[src/rtl/alu_lockstep_sched.sv]
// alu_lockstep_sched: round-robin scheduler issuing ops to a dual-copy 4-bit ALU in lockstep and flagging copy mismatches.
// Define ALU_FAULT_INJECT_EN to add inject_i, which flips bit 0 of copy-1's operand A for one op.
module alu_lockstep_sched #(
  parameter int NREQ    = 2,
  parameter int ALU_LAT = 1,
  parameter int FCNT_W  = 8
) (
  input  logic                wb_clk_i,
  input  logic                wb_rst_n_i,
`ifdef ALU_FAULT_INJECT_EN
  input  logic                inject_i,
`endif
  input  logic [NREQ-1:0]     req_valid_i,
  input  logic [4*NREQ-1:0]   req_a_i,
  input  logic [4*NREQ-1:0]   req_b_i,
  input  logic [2*NREQ-1:0]   req_sel_i,
  output logic [NREQ-1:0]     req_ready_o,
  output logic                resp_valid_o,
  input  logic                resp_ready_i,
  output logic [1:0]          resp_id_o,
  output logic [3:0]          resp_result_o,
  output logic                resp_carry_o,
  output logic                resp_fault_o,
  output logic [3:0]          alu_a0_o,
  output logic [3:0]          alu_b0_o,
  output logic [3:0]          alu_a1_o,
  output logic [3:0]          alu_b1_o,
  output logic [1:0]          alu_sel1_o,
  output logic [1:0]          alu_sel2_o,
  input  logic [3:0]          alu_out1_i,
  input  logic [3:0]          alu_out2_i,
  input  logic                alu_carry1_i,
  input  logic                alu_carry2_i,
  input  logic                fault_clr_i,
  output logic [FCNT_W-1:0]   fault_cnt_o,
  output logic                irq_o
);
  typedef enum logic [1:0] {IDLE, WAIT, CHECK, RESP} state_t;
  state_t      state;
  logic [1:0]  rst_sync;
  logic        rst_n;
  logic [1:0]  ptr;
  logic [1:0]  gnt;
  logic [2:0]  idx;
  logic [2:0]  cnt;
  logic        gnt_vld;
  logic        accept;
  logic        fault;
  logic        inj;
  logic [3:0]  a_cur;
  logic [3:0]  b_cur;
  logic [1:0]  s_cur;
`ifdef ALU_FAULT_INJECT_EN
  assign inj = inject_i;
`else
  assign inj = 1'b0;
`endif
  // Internal reset asserts asynchronously but releases two clocks after wb_rst_n_i rises.
  always_ff @(posedge wb_clk_i or negedge wb_rst_n_i)
    if (!wb_rst_n_i) rst_sync <= '0;
    else rst_sync <= {rst_sync[0], 1'b1};
  assign rst_n = rst_sync[1];
  always_comb begin
    gnt_vld = 1'b0;
    gnt = '0;
    idx = '0;
    for (int k = NREQ - 1; k >= 0; k--) begin
      idx = 3'(ptr) + 3'(k);
      idx = (idx >= 3'(NREQ)) ? idx - 3'(NREQ) : idx;
      if (1'(req_valid_i >> idx)) begin
        gnt_vld = 1'b1;
        gnt = idx[1:0];
      end
    end
  end
  assign a_cur = 4'(req_a_i >> {gnt, 2'b00});
  assign b_cur = 4'(req_b_i >> {gnt, 2'b00});
  assign s_cur = 2'(req_sel_i >> {gnt, 1'b0});
  assign accept = rst_n && state == IDLE && gnt_vld;
  assign req_ready_o = accept ? NREQ'(1) << gnt : '0;
  assign fault = (alu_out1_i != alu_out2_i) || (alu_carry1_i != alu_carry2_i);
  always_ff @(posedge wb_clk_i or negedge rst_n)
    if (!rst_n) begin
      state <= IDLE;
      ptr <= '0;
      cnt <= '0;
      alu_a0_o <= '0;
      alu_b0_o <= '0;
      alu_a1_o <= '0;
      alu_b1_o <= '0;
      alu_sel1_o <= '0;
      alu_sel2_o <= '0;
      resp_valid_o <= 1'b0;
      resp_id_o <= '0;
      resp_result_o <= '0;
      resp_carry_o <= 1'b0;
      resp_fault_o <= 1'b0;
      fault_cnt_o <= '0;
      irq_o <= 1'b0;
    end else begin
      case (state)
        IDLE: if (accept) begin
          alu_a0_o <= a_cur;
          alu_a1_o <= a_cur ^ {3'b000, inj};
          alu_b0_o <= b_cur;
          alu_b1_o <= b_cur;
          alu_sel1_o <= s_cur;
          alu_sel2_o <= s_cur;
          resp_id_o <= gnt;
          ptr <= (gnt == 2'(NREQ - 1)) ? 2'd0 : gnt + 2'd1;
          cnt <= 3'(ALU_LAT);
          state <= WAIT;
        end
        WAIT: begin
          cnt <= cnt - 3'd1;
          state <= (cnt == 3'd1) ? CHECK : WAIT;
        end
        CHECK: begin
          resp_result_o <= alu_out1_i;
          resp_carry_o <= alu_carry1_i;
          resp_fault_o <= fault;
          resp_valid_o <= 1'b1;
          state <= RESP;
        end
        default: if (resp_ready_i) begin
          resp_valid_o <= 1'b0;
          state <= IDLE;
        end
      endcase
      // A fault seen in the same cycle as a clear still counts as one.
      if (state == CHECK && fault) begin
        fault_cnt_o <= fault_clr_i ? FCNT_W'(1) : (&fault_cnt_o ? fault_cnt_o : fault_cnt_o + FCNT_W'(1));
        irq_o <= 1'b1;
      end else if (fault_clr_i) begin
        fault_cnt_o <= '0;
        irq_o <= 1'b0;
      end
    end
endmodule

[config.mk]
export PLATFORM = sky130hd
export DESIGN_NAME = alu_lockstep_sched
export DESIGN_NICKNAME = d
export VERILOG_FILES = /design/src/rtl/alu_lockstep_sched.sv
export SDC_FILE = /design/constraint.sdc
export NUM_CORES = 1
export LEC_CHECK = 0
export CAP_MARGIN = 20
export CORE_MARGIN = 2
export CORE_UTILIZATION = 56
export DETAILED_ROUTE_END_ITERATION = 6
export DONT_BUFFER_PORTS = 1
export GPL_TIMING_DRIVEN = 1
export PLACE_DENSITY = 0.74
export SLEW_MARGIN = 40
export SYNTH_ARGS = -nofsm -noshare
export SYNTH_HDL_FRONTEND = slang
export SYNTH_SLANG_ARGS = --single-unit
export TNS_END_PERCENT = 20
[constraint.sdc]
create_clock -name wb_clk_i -period 2.8 [get_ports wb_clk_i]
set_clock_uncertainty 0.2 [all_clocks]
set_input_delay 0.84 -clock wb_clk_i [delete_from_list [all_inputs] [get_ports wb_clk_i]]
set_output_delay 0.84 -clock wb_clk_i [all_outputs]
set_load 0.02 [all_outputs]
==> impl_results.html <==
<table>
<tr><th>Metric</th><th>Value</th></tr>
<tr><th colspan="2">Outcome</th></tr>
<tr><td>Run status</td><td>complete, no violations</td></tr>
<tr><th colspan="2">Timing</th></tr>
<tr><td>Transition time at the pin with the least slew margin</td><td>0.6040 ns</td></tr>
<tr><td>Accumulated negative setup slack</td><td>0 ns</td></tr>
<tr><td>Fin crit share</td><td>94.93%</td></tr>
<tr><td>Min Clock Period, post-route</td><td>2.658 ns</td></tr>
<tr><td>Setup-failing EPs final</td><td>0</td></tr>
<tr><td>Setup repair after global routing missed its margin</td><td>false</td></tr>
<tr><td>Achievable Freq</td><td>376.2 MHz</td></tr>
<tr><td>Final Hold Violating Endpoints</td><td>0</td></tr>
<tr><td>Worst slew margin relative to its limit</td><td>59.42%</td></tr>
<tr><td>Slew Limit Fails</td><td>0</td></tr>
<tr><th colspan="2">Routing</th></tr>
<tr><td>Number of vias in the routed layout</td><td>1328</td></tr>
<tr><td>Total DRC errors in the routed layout</td><td>0</td></tr>
<tr><td>Vias per cell</td><td>6.092</td></tr>
<tr><td>Antenna Nets Post-Route</td><td>0</td></tr>
<tr><td>DRC violation total after the first TritonRoute iteration</td><td>119</td></tr>
<tr><td>Drt total wl</td><td>3.723 mm</td></tr>
<tr><td>Initial DRT Pass Iterations</td><td>5</td></tr>
<tr><td>Routed length per placed instance</td><td>17.08 um</td></tr>
<tr><th colspan="2">Clock tree</th></tr>
<tr><td>Clock transition at the registers of the reported paths</td><td>0.11 ns</td></tr>
<tr><td>Number of post-CTS setup repair buffers</td><td>0</td></tr>
<tr><td>Largest buffer count on any clock path</td><td>2</td></tr>
<tr><td>Root buffer cell</td><td>sky130_fd_sc_hd__clkbuf_4</td></tr>
<tr><td>Clock tree from TritonCTS</td><td>built</td></tr>
<tr><td>Sink Count</td><td>37</td></tr>
<tr><td>H-Tree Depth</td><td>2</td></tr>
<tr><td>Inserted Clock Buffers</td><td>5</td></tr>
<tr><td>Post-CTS resize count</td><td>0</td></tr>
<tr><td>Clock latency reported for the late side of the worst-skew pair</td><td>0.35 ns</td></tr>
<tr><td>Number of hold buffers added after CTS</td><td>2</td></tr>
<tr><th colspan="2">Layout</th></tr>
<tr><td>Total inserted antenna cells</td><td>0</td></tr>
<tr><td>Net count, final</td><td>214</td></tr>
<tr><td>Most common cell after layout, fill and taps aside</td><td>sky130_fd_sc_hd__dfrtp_1</td></tr>
<tr><td>Share of final-layout standard cells stronger than drive strength 1</td><td>13.95%</td></tr>
<tr><td>Area added between synthesis and finish</td><td>3.697%</td></tr>
<tr><td>Most used cells in the layout excluding fill and tap cells</td><td>sky130_fd_sc_hd__dfrtp_1 (36), sky130_fd_sc_hd__inv_1 (20), sky130_fd_sc_hd__a222oi_1 (10), sky130_fd_sc_hd__nor2_1 (9)</td></tr>
<tr><th colspan="2">Setup path</th></tr>
<tr><td>Crit-path max FO</td><td>12</td></tr>
<tr><td>Element type at the critical path start</td><td>flip-flop</td></tr>
<tr><td>Worst Path Class, Setup</td><td>flip-flop to primary output</td></tr>
<tr><td>Cell-by-cell listing of the critical path</td><td>inv_1 &gt; ha_1 &gt; o211ai_1 &gt; a21oi_1 &gt; buf_4</td></tr>
<tr><td>Data arrival time of the worst path</td><td>1.62 ns</td></tr>
<tr><td>Buffers &amp; Inverters on Critical Path</td><td>2</td></tr>
<tr><td>Slowest cell on the critical path</td><td>sky130_fd_sc_hd__dfrtp_1</td></tr>
<tr><td>Worst path top cell family by delay</td><td>flip-flops</td></tr>
<tr><td>Critical path required time</td><td>1.76 ns</td></tr>
<tr><td>Worst Setup End Kind</td><td>primary output</td></tr>
<tr><td>Slowest stage delay, CP</td><td>0.45 ns</td></tr>
<tr><th colspan="2">Synthesis</th></tr>
<tr><td>Number of synthesized register bits</td><td>37</td></tr>
<tr><td>Compound-Gate Fraction of Synth Area</td><td>15.31%</td></tr>
<tr><td>Sequential element share of the synthesized area</td><td>48.84%</td></tr>
<tr><td>Post-synth net total</td><td>219</td></tr>
<tr><td>Post-Synth Adder-Cell Area</td><td>4.620%</td></tr>
<tr><td>Multiplexer area fraction after synthesis</td><td>5.479%</td></tr>
<tr><td>Most common flop cell mapped by yosys</td><td>sky130_fd_sc_hd__dfrtp_1</td></tr>
<tr><td>Share of flip-flops with an asynchronous set or reset after synthesis</td><td>100.0%</td></tr>
<tr><td>Number of unique standard cell types used by synthesis</td><td>43</td></tr>
<tr><td>Combinational family with the most area after synthesis</td><td>compound AO/OA/AOI/OAI gates</td></tr>
<tr><td>XOR/XNOR Fraction of Synth Area</td><td>2.310%</td></tr>
<tr><td>Yosys Warn Count</td><td>0</td></tr>
<tr><td>Post-Synthesis Cell Area</td><td>0.001896 mm^2</td></tr>
<tr><td>Cell count after synthesis</td><td>176</td></tr>
<tr><td>Post-synth EDFFs</td><td>0</td></tr>
<tr><td>Post-synthesis simple-gate area fraction</td><td>12.34%</td></tr>
<tr><td>Average footprint of a synthesized cell</td><td>10.77 um^2</td></tr>
<tr><th colspan="2">GRT</th></tr>
<tr><td>Antenna violations before repair</td><td>0</td></tr>
<tr><td>GR Overflow Total</td><td>0</td></tr>
<tr><td>First-pass GRT wire length</td><td>6.258 mm</td></tr>
<tr><td>Vias in the first global route</td><td>1333</td></tr>
<tr><td>Maximum number of pins on one net before global-route repair</td><td>27</td></tr>
<tr><td>All-Layer GR Usage</td><td>21.16%</td></tr>
<tr><th colspan="2">Die</th></tr>
<tr><td>Die area</td><td>0.003866 mm^2</td></tr>
<tr><td>Initial core utilization</td><td>57.71%</td></tr>
<tr><td>Core footprint</td><td>0.003284 mm^2</td></tr>
<tr><td>Boundary pin count</td><td>76</td></tr>
<tr><td>Row count</td><td>21</td></tr>
<tr><td>Y dimension of the die</td><td>62.18 um</td></tr>
<tr><td>Die boundary width</td><td>62.18 um</td></tr>
<tr><th colspan="2">Power</th></tr>
<tr><td>Maximum VDD drop</td><td>0.0005104 V</td></tr>
<tr><td>PD cells</td><td>1104 mW/mm^2</td></tr>
<tr><td>Leak</td><td>0.8993 nW</td></tr>
<tr><td>Design Power</td><td>2.169 mW</td></tr>
<tr><th colspan="2">Flow run</th></tr>
<tr><td>Reported max-cap violation count</td><td>0</td></tr>
<tr><th colspan="2">Placed design</th></tr>
<tr><td>Detailed-placement wirelength estimate</td><td>2.734 mm</td></tr>
<tr><td>Count of input and output buffers</td><td>0</td></tr>
<tr><td>Weighted congestion reported at the end of routability-driven placement</td><td>0.8085</td></tr>
<tr><th colspan="2">Hold path</th></tr>
<tr><td>Worst min path class</td><td>flip-flop to asynchronous set/reset pin</td></tr>
</table>
[cell type report]
type,instances,area [um^2]
fill,282,1319
sequential,37,927.1
multi-input combinational,100,763.2
clock buffer,7,55.05
inverter,20,75.07
timing repair buffer,7,57.56
clock inverter,1,30.03
tap,46,57.56
[cell usage after synthesis (4+ instances only)]
cell,number,share of area [%]
sky130_fd_sc_hd__nor2_1,9,1.8
sky130_fd_sc_hd__mux2_2,7,4.2
sky130_fd_sc_hd__nor3_1,5,1.3
sky130_fd_sc_hd__nand3_1,7,1.8
sky130_fd_sc_hd__dfrtp_1,37,49
sky130_fd_sc_hd__buf_2,4,1.1
sky130_fd_sc_hd__a21oi_1,5,1.3
sky130_fd_sc_hd__inv_1,20,4.0
sky130_fd_sc_hd__ha_1,7,4.6
sky130_fd_sc_hd__buf_4,10,4.0
sky130_fd_sc_hd__nand2b_1,5,1.7
sky130_fd_sc_hd__a222oi_1,10,5.3
[worst paths after layout]
check / from / slack [ns] / cells after the start / end
worst max-delay path: state[0] / 0.14 / 5 / req_ready_o[0]
worst min-delay path: rst_sync[1] / 0.15 / 1 / fault_cnt_o[0]
worst max register to register: fault_cnt_o[0] / 0.54 / 5 / fault_cnt_o[0]
worst min register to register: rst_sync[1] / 0.15 / 1 / fault_cnt_o[0]
max in group asynchronous: rst_sync[1] / 1.51 / 1 / alu_b1_o[0]
min in group wb_clk_i: rst_sync[0] / 0.15 / 0 / rst_sync[1]
[per-layer routing]
| layer | part of all wire (%) | GRT usage (%) | wire (um) |
|---|---|---|---|
| met5 | 0 | 0 | 0 |
| met4 | 2.1 | 10.83 | 78 |
| met3 | 8.1 | 6.341 | 301 |
| met2 | 51 | 36.28 | 1904 |
| met1 | 39 | 23.92 | 1438 |
[cells by family (layout without fill, tap and decap cells)]
logic type,Yosys count,count (layout)
xor+xnor,5,5
buf+inv,39,35
other cells,1,1
fa+ha+maj,7,7
simple gates,43,43
compound gates,35,35
flops,37,37
mux,9,9
[registers in the layout, indices dropped and copies added (netlist names)]
name           count
fault_cnt_o        8
alu_a1_o           4
alu_b1_o           4
resp_result_o      4
cnt                3
alu_sel2_o         2
ptr                2
resp_id_o          2
rst_sync           2
state              2
irq_o              1
resp_carry_o       1
resp_fault_o       1
resp_valid_o       1
[stage by stage]
step                cells  hold slack (ns)  worst slack (ns)  cell area [um^2]  utilization, %
floorplan             176          0.08054            0.1902              1897               -
global placement      208         -0.06859            0.3069              1861           56.65
detailed placement    208         -0.06409            0.2929              1861           56.65
CTS                   218           0.1511            0.1318              1966           59.85
global route          218           0.1721           0.04249              1966           59.85
finish                218           0.1471            0.1419              1966           59.85
[where the power goes]
group          leakage (nW)  internal [mW]  switching, mW  total [mW]
Clock                0.0455          0.213          0.170       0.383
Sequential            0.467          0.715          0.436        1.15
Combinational         0.387          0.306          0.329       0.635
No activity file was read; power rests on OpenSTA's default activity.
